[src/rtl/pss_ifft_scheduler.sv]
// PSS IFFT scheduler: maps the 62-entry PSS ROM into 128 IFFT bins per symbol and forwards the 128 output samples.
// Optional WAIT watchdog is enabled by defining PSS_SCHED_WDOG_EN.
module pss_ifft_scheduler #(
    parameter int GAP_CYC  = 16,
    parameter int WDOG_CYC = 1024
) (
    input  logic        clk,
    input  logic        rst,
    input  logic        start,
    input  logic [1:0]  nid2,
    input  logic [3:0]  num_sym,
    input  logic        out_ready,
    output logic [1:0]  seq_sel,
    output logic [5:0]  seq_addr,
    input  logic [47:0] seq_data,
    output logic [47:0] fft_in_data,
    output logic        fft_in_valid,
    output logic        fft_in_last,
    input  logic        fft_in_ready,
    input  logic [47:0] ifft_data,
    input  logic        ifft_valid,
    output logic [47:0] out_data,
    output logic        out_valid,
    output logic        out_last,
    output logic        busy,
    output logic        done,
    output logic        err
);

    typedef enum logic [2:0] {
        S_IDLE,
        S_ARM,
        S_LOAD,
        S_WAIT,
        S_STREAM,
        S_GAP
    } state_t;

    localparam int GAP_W = (GAP_CYC > 1) ? $clog2(GAP_CYC) : 1;

    // ROM index feeding bin b: upper half of the sequence sits in bins 1..31, lower half in 97..127.
    function automatic logic [5:0] bin_addr(input logic [7:0] b);
        logic [5:0] a;
        a = 6'd0;
        if (b >= 8'd1 && b <= 8'd31) begin
            a = 6'(b + 8'd30);
        end else if (b >= 8'd97 && b <= 8'd127) begin
            a = 6'(b - 8'd97);
        end else begin
            a = 6'd0;
        end
        return a;
    endfunction

    function automatic logic bin_is_zero(input logic [7:0] b);
        return !((b >= 8'd1 && b <= 8'd31) || (b >= 8'd97 && b <= 8'd127));
    endfunction

    state_t             r_state;
    logic [1:0]         r_sel;
    logic [5:0]         r_addr;
    logic [3:0]         r_nsym;
    logic [3:0]         r_sym;
    logic [6:0]         r_bin;
    logic [6:0]         r_samp;
    logic [GAP_W-1:0]   r_gap;
    logic [47:0]        r_fft_data;
    logic               r_fft_valid;
    logic               r_fft_last;
    logic [47:0]        r_out_data;
    logic               r_out_valid;
    logic               r_out_last;
    logic               r_busy;
    logic               r_done;
    logic [7:0]         w_next_bin;

`ifdef PSS_SCHED_WDOG_EN
    localparam int WD_W = (WDOG_CYC > 1) ? $clog2(WDOG_CYC) : 1;
    logic [WD_W-1:0]    r_wdog;
    logic               r_err;
    assign err = r_err;
`else
    assign err = 1'b0;
`endif

    assign w_next_bin   = {1'b0, r_bin} + 8'd1;
    assign seq_sel      = r_sel;
    assign seq_addr     = r_addr;
    assign fft_in_data  = r_fft_data;
    assign fft_in_valid = r_fft_valid;
    assign fft_in_last  = r_fft_last;
    assign out_data     = r_out_data;
    assign out_valid    = r_out_valid;
    assign out_last     = r_out_last;
    assign busy         = r_busy;
    assign done         = r_done;

    // Burst sequencer: all outputs are registered here.
    always_ff @(posedge clk) begin
        if (!rst) begin
            r_state     <= S_IDLE;
            r_sel       <= 2'd0;
            r_addr      <= 6'd0;
            r_nsym      <= 4'd0;
            r_sym       <= 4'd0;
            r_bin       <= 7'd0;
            r_samp      <= 7'd0;
            r_gap       <= '0;
            r_fft_data  <= 48'd0;
            r_fft_valid <= 1'b0;
            r_fft_last  <= 1'b0;
            r_out_data  <= 48'd0;
            r_out_valid <= 1'b0;
            r_out_last  <= 1'b0;
            r_busy      <= 1'b0;
            r_done      <= 1'b0;
`ifdef PSS_SCHED_WDOG_EN
            r_wdog      <= '0;
            r_err       <= 1'b0;
`endif
        end else begin
            r_done      <= 1'b0;
            r_out_valid <= 1'b0;
            r_out_last  <= 1'b0;
            case (r_state)
                S_IDLE: begin
                    if (start) begin
                        r_state <= S_ARM;
                        r_busy  <= 1'b1;
                        r_sel   <= (nid2 == 2'd3) ? 2'd0 : nid2;
                        r_nsym  <= (num_sym == 4'd0) ? 4'd1 : num_sym;
                        r_sym   <= 4'd0;
                    end
                end
                S_ARM: begin
                    if (out_ready) begin
                        r_state     <= S_LOAD;
                        r_bin       <= 7'd0;
                        r_fft_data  <= 48'd0;
                        r_fft_valid <= 1'b1;
                        r_fft_last  <= 1'b0;
                        r_addr      <= bin_addr(8'd1);
                    end
                end
                S_LOAD: begin
                    // seq_addr always runs one bin ahead so the ROM word is ready at the accept edge.
                    if (r_fft_valid && fft_in_ready) begin
                        if (r_bin == 7'd127) begin
                            r_fft_valid <= 1'b0;
                            r_fft_last  <= 1'b0;
                            r_state     <= S_WAIT;
`ifdef PSS_SCHED_WDOG_EN
                            r_wdog      <= '0;
`endif
                        end else begin
                            r_bin      <= r_bin + 7'd1;
                            r_fft_data <= bin_is_zero(w_next_bin) ? 48'd0 : seq_data;
                            r_fft_last <= (w_next_bin == 8'd127);
                            r_addr     <= bin_addr(w_next_bin + 8'd1);
                        end
                    end
                end
                S_WAIT: begin
                    if (ifft_valid) begin
                        r_state     <= S_STREAM;
                        r_out_data  <= ifft_data;
                        r_out_valid <= 1'b1;
                        r_samp      <= 7'd1;
                    end
`ifdef PSS_SCHED_WDOG_EN
                    else if (r_wdog == WD_W'(WDOG_CYC - 1)) begin
                        r_err   <= 1'b1;
                        r_busy  <= 1'b0;
                        r_state <= S_IDLE;
                    end else begin
                        r_wdog <= r_wdog + WD_W'(1);
                    end
`endif
                end
                S_STREAM: begin
                    if (ifft_valid) begin
                        r_out_data  <= ifft_data;
                        r_out_valid <= 1'b1;
                        r_samp      <= r_samp + 7'd1;
                        if (r_samp == 7'd127) begin
                            r_out_last <= 1'b1;
                            if (({1'b0, r_sym} + 5'd1) < {1'b0, r_nsym}) begin
                                r_sym   <= r_sym + 4'd1;
                                r_gap   <= '0;
                                r_state <= (GAP_CYC == 0) ? S_ARM : S_GAP;
                            end else begin
                                r_state <= S_IDLE;
                                r_busy  <= 1'b0;
                                r_done  <= 1'b1;
                            end
                        end
                    end
                end
                S_GAP: begin
                    if (r_gap == GAP_W'(GAP_CYC - 1)) begin
                        r_state <= S_ARM;
                    end else begin
                        r_gap <= r_gap + GAP_W'(1);
                    end
                end
                default: begin
                    r_state <= S_IDLE;
                    r_busy  <= 1'b0;
                end
            endcase
        end
    end

endmodule

[config.mk]
export PLATFORM = sky130hd
export DESIGN_NAME = pss_ifft_scheduler
export DESIGN_NICKNAME = d
export VERILOG_FILES = /design/src/rtl/pss_ifft_scheduler.sv
export SDC_FILE = /design/constraint.sdc
export NUM_CORES = 1
export LEC_CHECK = 0
export CAP_MARGIN = 20
export CORE_MARGIN = 1
export CORE_UTILIZATION = 30
export CTS_BUF_LIST = sky130_fd_sc_hd__clkbuf_4
export DETAILED_ROUTE_END_ITERATION = 10
export PLACE_DENSITY_LB_ADDON = 0.25
export SLEW_MARGIN = 20
export SYNTH_ARGS = -nofsm -noshare
export SYNTH_HDL_FRONTEND = slang
export SYNTH_SLANG_ARGS = --single-unit
[constraint.sdc]
create_clock -name clk -period 4.05 [get_ports clk]
set_clock_uncertainty 0.1 [all_clocks]
set_input_delay 0.81 -clock clk [delete_from_list [all_inputs] [get_ports clk]]
set_output_delay 0.81 -clock clk [all_outputs]
set_load 0.005 [all_outputs]
==> reports/results.ini, run 1 <==
[route]
vias_per_cell = 4.638
vias = 5417
routed_wirelength_um = 16220
drt_iter0_drc = 222
dr.pass1.iters = 4
ant_nets = 0
drc = 0
wl_per_cell_um = 13.89

[global_routing]
grt_use_total_pct = 15.72
grt_pass1_wl_um = 25920
grt_pass1_vias = 5065
antenna_found_initial = 1
grt_overflow = 0
grt_max_degree = 55

[sta]
finalCritPeriodShare_pct = 78.01
fin_tns_setup_ns = 0
finalSetupViolations = 0
slew_headroom_pct = 56.12
fin_crit_ns = 3.159
finalHoldViolCount = 0
fmaxAchievable_mhz = 316.5
worst_pin_slew_ns = 0.6582
rsz0062_at_grt = no
finalMaxSlewViolations = 0

[placed_design]
io_buffer_count = 217
post_dp_cell_area_sq_mm = 0.008476
dp_cells = 1136
dp_hpwl_um = 10960
gp_congestion = 0.8018

[synthesis]
ys_types = 61
synth-edff-count = 0
netlist_top_cells_area = dfxtp_1, nand2_1, a21boi_0
yosysTopAreaCell = dfxtp_1
yosysSeqAreaShare_pct = 45.65
synth_nets = 811
ys_async_sr_fraction_pct = 0
ys_ff_latch = 139
synth_most_common_cell = dfxtp_1
yosysWarnings = 0
syn_area_sq_mm = 0.006096
synth_top_area_share_pct = 45.65
syn_inst = 690
synth-main-ff-cell = dfxtp_1
synth_common_cells = dfxtp_1, nand2_1, a21boi_0, nor2b_1, a22oi_1
synth_area_per_cell_sq_um = 8.835

[worst_setup_path]
critPathLaunchType = register
required_ns = 4.42
cp-end-kind = register
arrival_ns = 3.53
rr_worst_depth = 9
r2r_setup_slack_ns = 0.89
crit_fanout = 13
crit_type = register to register

[cells_and_area]
fill_cells = 1941
drive_gt1_share_pct = 6.098
final_util_pct = 44.17
syn_to_final_growth_pct = 42.86
num-nets-final = 1011
instances_no_fill = 1168
fin_area_sq_mm = 0.008708

[worst_hold_path]
hold_path_depth = 2
hold_path.class = register to register

[power_and_ir_drop]
peakVddDrop_uv = 189.8
p_per_area_mw_per_mm2 = 390.2
leakage_nw = 2.994

[cts]
clockBufferDepth = 2
cts_buffers = 17
post-cts-setup-buffers = 0
clk_pin_slew_ns = 0.12
cts_tree = built
cts.sinks = 139
cts_htree_levels = 4
clock_latency_ns = 0.52
cts.root.buffer_cell = clkbuf_4
cts_hold_buf = 0
post_cts_resized = 0

[floorplanning]
die_y_um = 144.5
row_count = 51
coreArea_sq_mm = 0.01972
die-area_sq_mm = 0.02089
io_pins = 219
die_w_um = 144.5
initial_utilization_pct = 30.92

[run_status]
status = finished clean

[job]
maxCapViolations = 0

final timing paths:
check,start,to
hold reg to reg,seq_sel[1],seq_sel[1]
hold / removal,seq_sel[1],seq_sel[1]
setup / recovery,r_bin[0],seq_addr[1]
setup reg to reg,r_bin[0],seq_addr[1]
report_power, final:
part,switching (mW),total [mW],leakage (nW),internal (mW)
clock,0.547,0.798,0.125,0.251
combinational,0.461,0.990,1.74,0.529
sequential,0.104,1.61,1.12,1.51
total,1.11,3.40,2.99,2.29
cell families after synthesis:
| group | share of synthesized area [%] |
|---|---|
| buf+inv | 3.797 |
| fa+ha+maj | 2.668 |
| mux | 0.6568 |
| xor+xnor | 2.976 |
| flops | 45.65 |
| other cells | 0.06152 |
| simple gates | 23.54 |
| compound gates | 20.65 |
stage by stage:
stage	hold WS, ns	power [mW]	setup slack, ns
5_1_grt	0.3937	3.627	0.6177
2_1_floorplan	0.3435	2.164	1.476
3_5_place_dp	0.3568	2.635	0.8871
6_report	0.3678	3.398	0.8907
4_1_cts	0.3734	3.453	0.9060
3_3_place_gp	0.3488	2.633	0.9142
state kept, by name (all words and copies together), names as in the netlist, 2 cells and up:
name,cells
r_gap,4
r_samp,7
seq_sel,2
seq_addr,6
fft_in_data,48
r_sym,4
r_nsym,4
r_state,3
out_data,48
r_bin,7
layer usage:
layer / up-vias / GRT usage (%) / part of all wire (%)
li1: 2784 / - / -
met1: 2512 / 20.31 / 47
met2: 109 / 24.87 / 47
met3: 12 / 5.066 / 5.4
met4: 0 / 4.488 / 0.94
met5: - / 0 / 0
worst max-delay path: stages (launching register included):
cell      delay [ns]
dfxtp_1         0.61
inv_1           0.20
ha_1            0.40
nor2b_1         0.32
a21boi_1        0.13
xnor2_1         0.50
nor4_1          0.14
o41ai_1         0.48
o211ai_1        0.15
nand2_1         0.08
cells in the final DEF (no fill, tap or decap), drive strengths merged, types with 4 or more instances in the layout:
cell type / netlist / routed
nand4: 6 / 6
clkdlybuf4s50: 0 / 216
a31oi: 5 / 5
mux2i: 4 / 4
nand2: 138 / 138
clkinv: 0 / 6
ha: 13 / 13
xor2: 8 / 8
o211ai: 8 / 8
o21ai: 13 / 13
inv: 10 / 14
nand3: 13 / 13
nand3b: 5 / 5
a22oi: 52 / 52
dfxtp: 139 / 139
buf: 9 / 9
nand2b: 5 / 5
xnor2: 11 / 11
a21boi: 63 / 63
nor2b: 61 / 61
and2: 8 / 8
clkbuf: 35 / 18
nor2: 19 / 19
a21oi: 12 / 12
nor3: 5 / 5
and3: 7 / 7
cell type report:
cell class	instances	area [sq um]	area share (%)
diodes	1	2.502	0.02874
clock buffers	18	135.1	1.552
clock inverters	13	95.09	1.092
inverters	10	37.54	0.4310
multi-input cells	497	3094	35.53
flip-flops and latches	139	2783	31.95
well taps	265	331.6	3.807
repair buffers	225	2230	25.60
(Power assumes the default switching activity.)
==> run 2, diff against run 1 <==
==> constraint.sdc (replaced) <==
create_clock -name clk -period 2.95 [get_ports clk]
set_clock_uncertainty 0.1 [all_clocks]
set_input_delay 0.59 -clock clk [delete_from_list [all_inputs] [get_ports clk]]
set_output_delay 0.59 -clock clk [all_outputs]
set_load 0.005 [all_outputs]
==> run 2 against run 1 <==
Compared with the run above:
- non-clock buffer count is 6 higher
- final area is 1.8% higher
- combinational power is 44% higher
- sequential share of layout area is 0.55 points lower
- worst setup slack worse by 0.68 ns
- sequential cell count stayed put
- critical path type unchanged
- critical path depth is 1 lower
- via count is 0.59% higher
- wire length is 0.31% higher
- register-to-register slack worse by 0.68 ns
- largest cell class unchanged
- global-route usage hardly changed
- first-iteration DRC count is 10% higher
==> reports/results.ini, run 2 (synthesis results as in run 1) <==
[run_status]
status = finished clean

[worst_setup_path]
r2r-end = seq_addr[5]
crit_type = register to register
r2r_setup_slack_ns = 0.21
rr_startpoint = r_bin[0]
cp-end-kind = register
path_buf_inv = 0
required_ns = 3.29
critPathMaxStageDelay_ns = 0.43
critPathLaunchType = register
cpMaxStageDelayCell = dfxtp_2
crit_family = simple AND/OR/NAND/NOR gates
startpoint = r_bin[0]
path_cells = ha_2 > nand4_1 > or3_4 > a211oi_1 > a2bb2oi_1 > nor3b_2 > o2111ai_1 > o211ai_1
rr_worst_depth = 8
crit_fanout = 9
arrival_ns = 3.08

[floorplanning]
coreArea_sq_mm = 0.01972
die-area_sq_mm = 0.02089
die_y_um = 144.5
row_count = 51
io_pins = 219
initial_utilization_pct = 30.92
die_w_um = 144.5

[sta]
fin_tns_setup_ns = 0
fmaxAchievable_mhz = 364.5
fin_ws_ns = 0.2065
finalSetupViolations = 0
worst_pin_slew_ns = 0.5020
finalMaxSlewViolations = 0
fin_crit_ns = 2.744
finalCritPeriodShare_pct = 93.00
finalHoldViolCount = 0
rsz0062_at_grt = no
slew_headroom_pct = 66.22

[global_routing]
grt_overflow = 0
grt_use_total_pct = 15.76
grt_max_degree = 80
antenna_found_initial = 1
grt_pass1_vias = 5043
grt_pass1_wl_um = 25920

[cells_and_area]
drive_gt1_share_pct = 7.064
fin_area_sq_mm = 0.008869
final_common_cell = clkdlybuf4s50_1
mostFrequentLayoutCells = clkdlybuf4s50_1, dfxtp_1, nand2_1
syn_to_final_growth_pct = 45.48
final_util_pct = 44.98
num-nets-final = 1017

[placed_design]
gp_congestion = 0.7972
dp_slack_ns = 0.1276
post_dp_cell_area_sq_mm = 0.008583
dp_hpwl_um = 10910
io_buffer_count = 217

[power_and_ir_drop]
leakage_nw = 3.072
peakVddDrop_uv = 274.6
power_mw = 4.819
p_per_area_mw_per_mm2 = 543.3

[route]
wl_per_cell_um = 13.88
drt_iter0_drc = 245
ant_nets = 0
routed_wirelength_um = 16270
dr.pass1.iters = 5
vias_per_cell = 4.649
vias = 5449
drc = 0

[worst_hold_path]
hold_path.class = input pin to register
holdCritStartpoint = rst
hold_path_depth = 3
worstHoldEndpoint = seq_addr[3]

[cts]
clk_pin_slew_ns = 0.11
cts.root.buffer_cell = clkbuf_4
cts_htree_levels = 4
post_cts_resized = 0
cts_hold_buf = 0
cts_buffers = 17
cts.sinks = 139
cts_tree = built
post-cts-setup-buffers = 0
clock_latency_ns = 0.51
clockBufferDepth = 2

[job]
maxCapViolations = 0

==> run 2: changes by cell type in the layout (fill, tap and decap cells not counted), sizes merged <==
cell and change:
bufinv +2, inv -3, buf +6, clkbuf -1
==> run 2: area by class of cell <==
cell class,instances,area (sq um)
Antenna cell,1,2.502
Tap cell,265,331.6
Inverter,10,37.54
Fill cell,1921,10850
Clock inverter,12,127.6
Sequential cell,139,2785
Multi-Input combinational cell,497,3119
Timing Repair Buffer,231,2337
Clock buffer,17,127.6
==> run 2: worst max-delay path by stage <==
| stage | to | cells after the start |
|---|---|---|
| after floorplan | seq_addr[4] | 10 |
| after global placement | seq_addr[5] | 8 |
| after detailed placement | seq_addr[2] | 9 |
| after CTS | seq_addr[2] | 9 |
| after global routing | seq_addr[1] | 8 |
| final | seq_addr[5] | 8 |
==> run 2: per-stage QoR <==
stage | hold WS, ns | instances
after floorplan | 0.3435 | 690
after global placement | 0.3494 | 1142
after detailed placement | 0.3552 | 1142
after CTS | 0.2262 | 1171
after global routing | 0.2323 | 1172
final | 0.2979 | 1172
==> run 2: routing by layer <==
metal | vias up | track usage, % | share of wire (%)
li1 | 2786 | - | -
met1 | 2517 | 20.62 | 47
met2 | 134 | 24.49 | 47
met3 | 12 | 5.166 | 5.5
met4 | 0 | 4.598 | 1.2
met5 | - | 0 | 0
==> run 2: report_power, final <==
| part | leakage, nW | internal, mW | total, mW | switching (mW) |
|---|---|---|---|---|
| Clock | 0.133 | 0.486 | 1.19 | 0.700 |
| Combinational | 1.81 | 0.773 | 1.43 | 0.653 |
| Sequential | 1.12 | 2.07 | 2.21 | 0.137 |
==> run 2: worst register-to-register path: stages, from the launching register on <==
cell and delay (ns):
dfxtp_2 0.43, ha_2 0.28, nand4_1 0.21, or3_4 0.41, a211oi_1 0.40, a2bb2oi_1 0.22
nor3b_2 0.35, o2111ai_1 0.16, o211ai_1 0.11
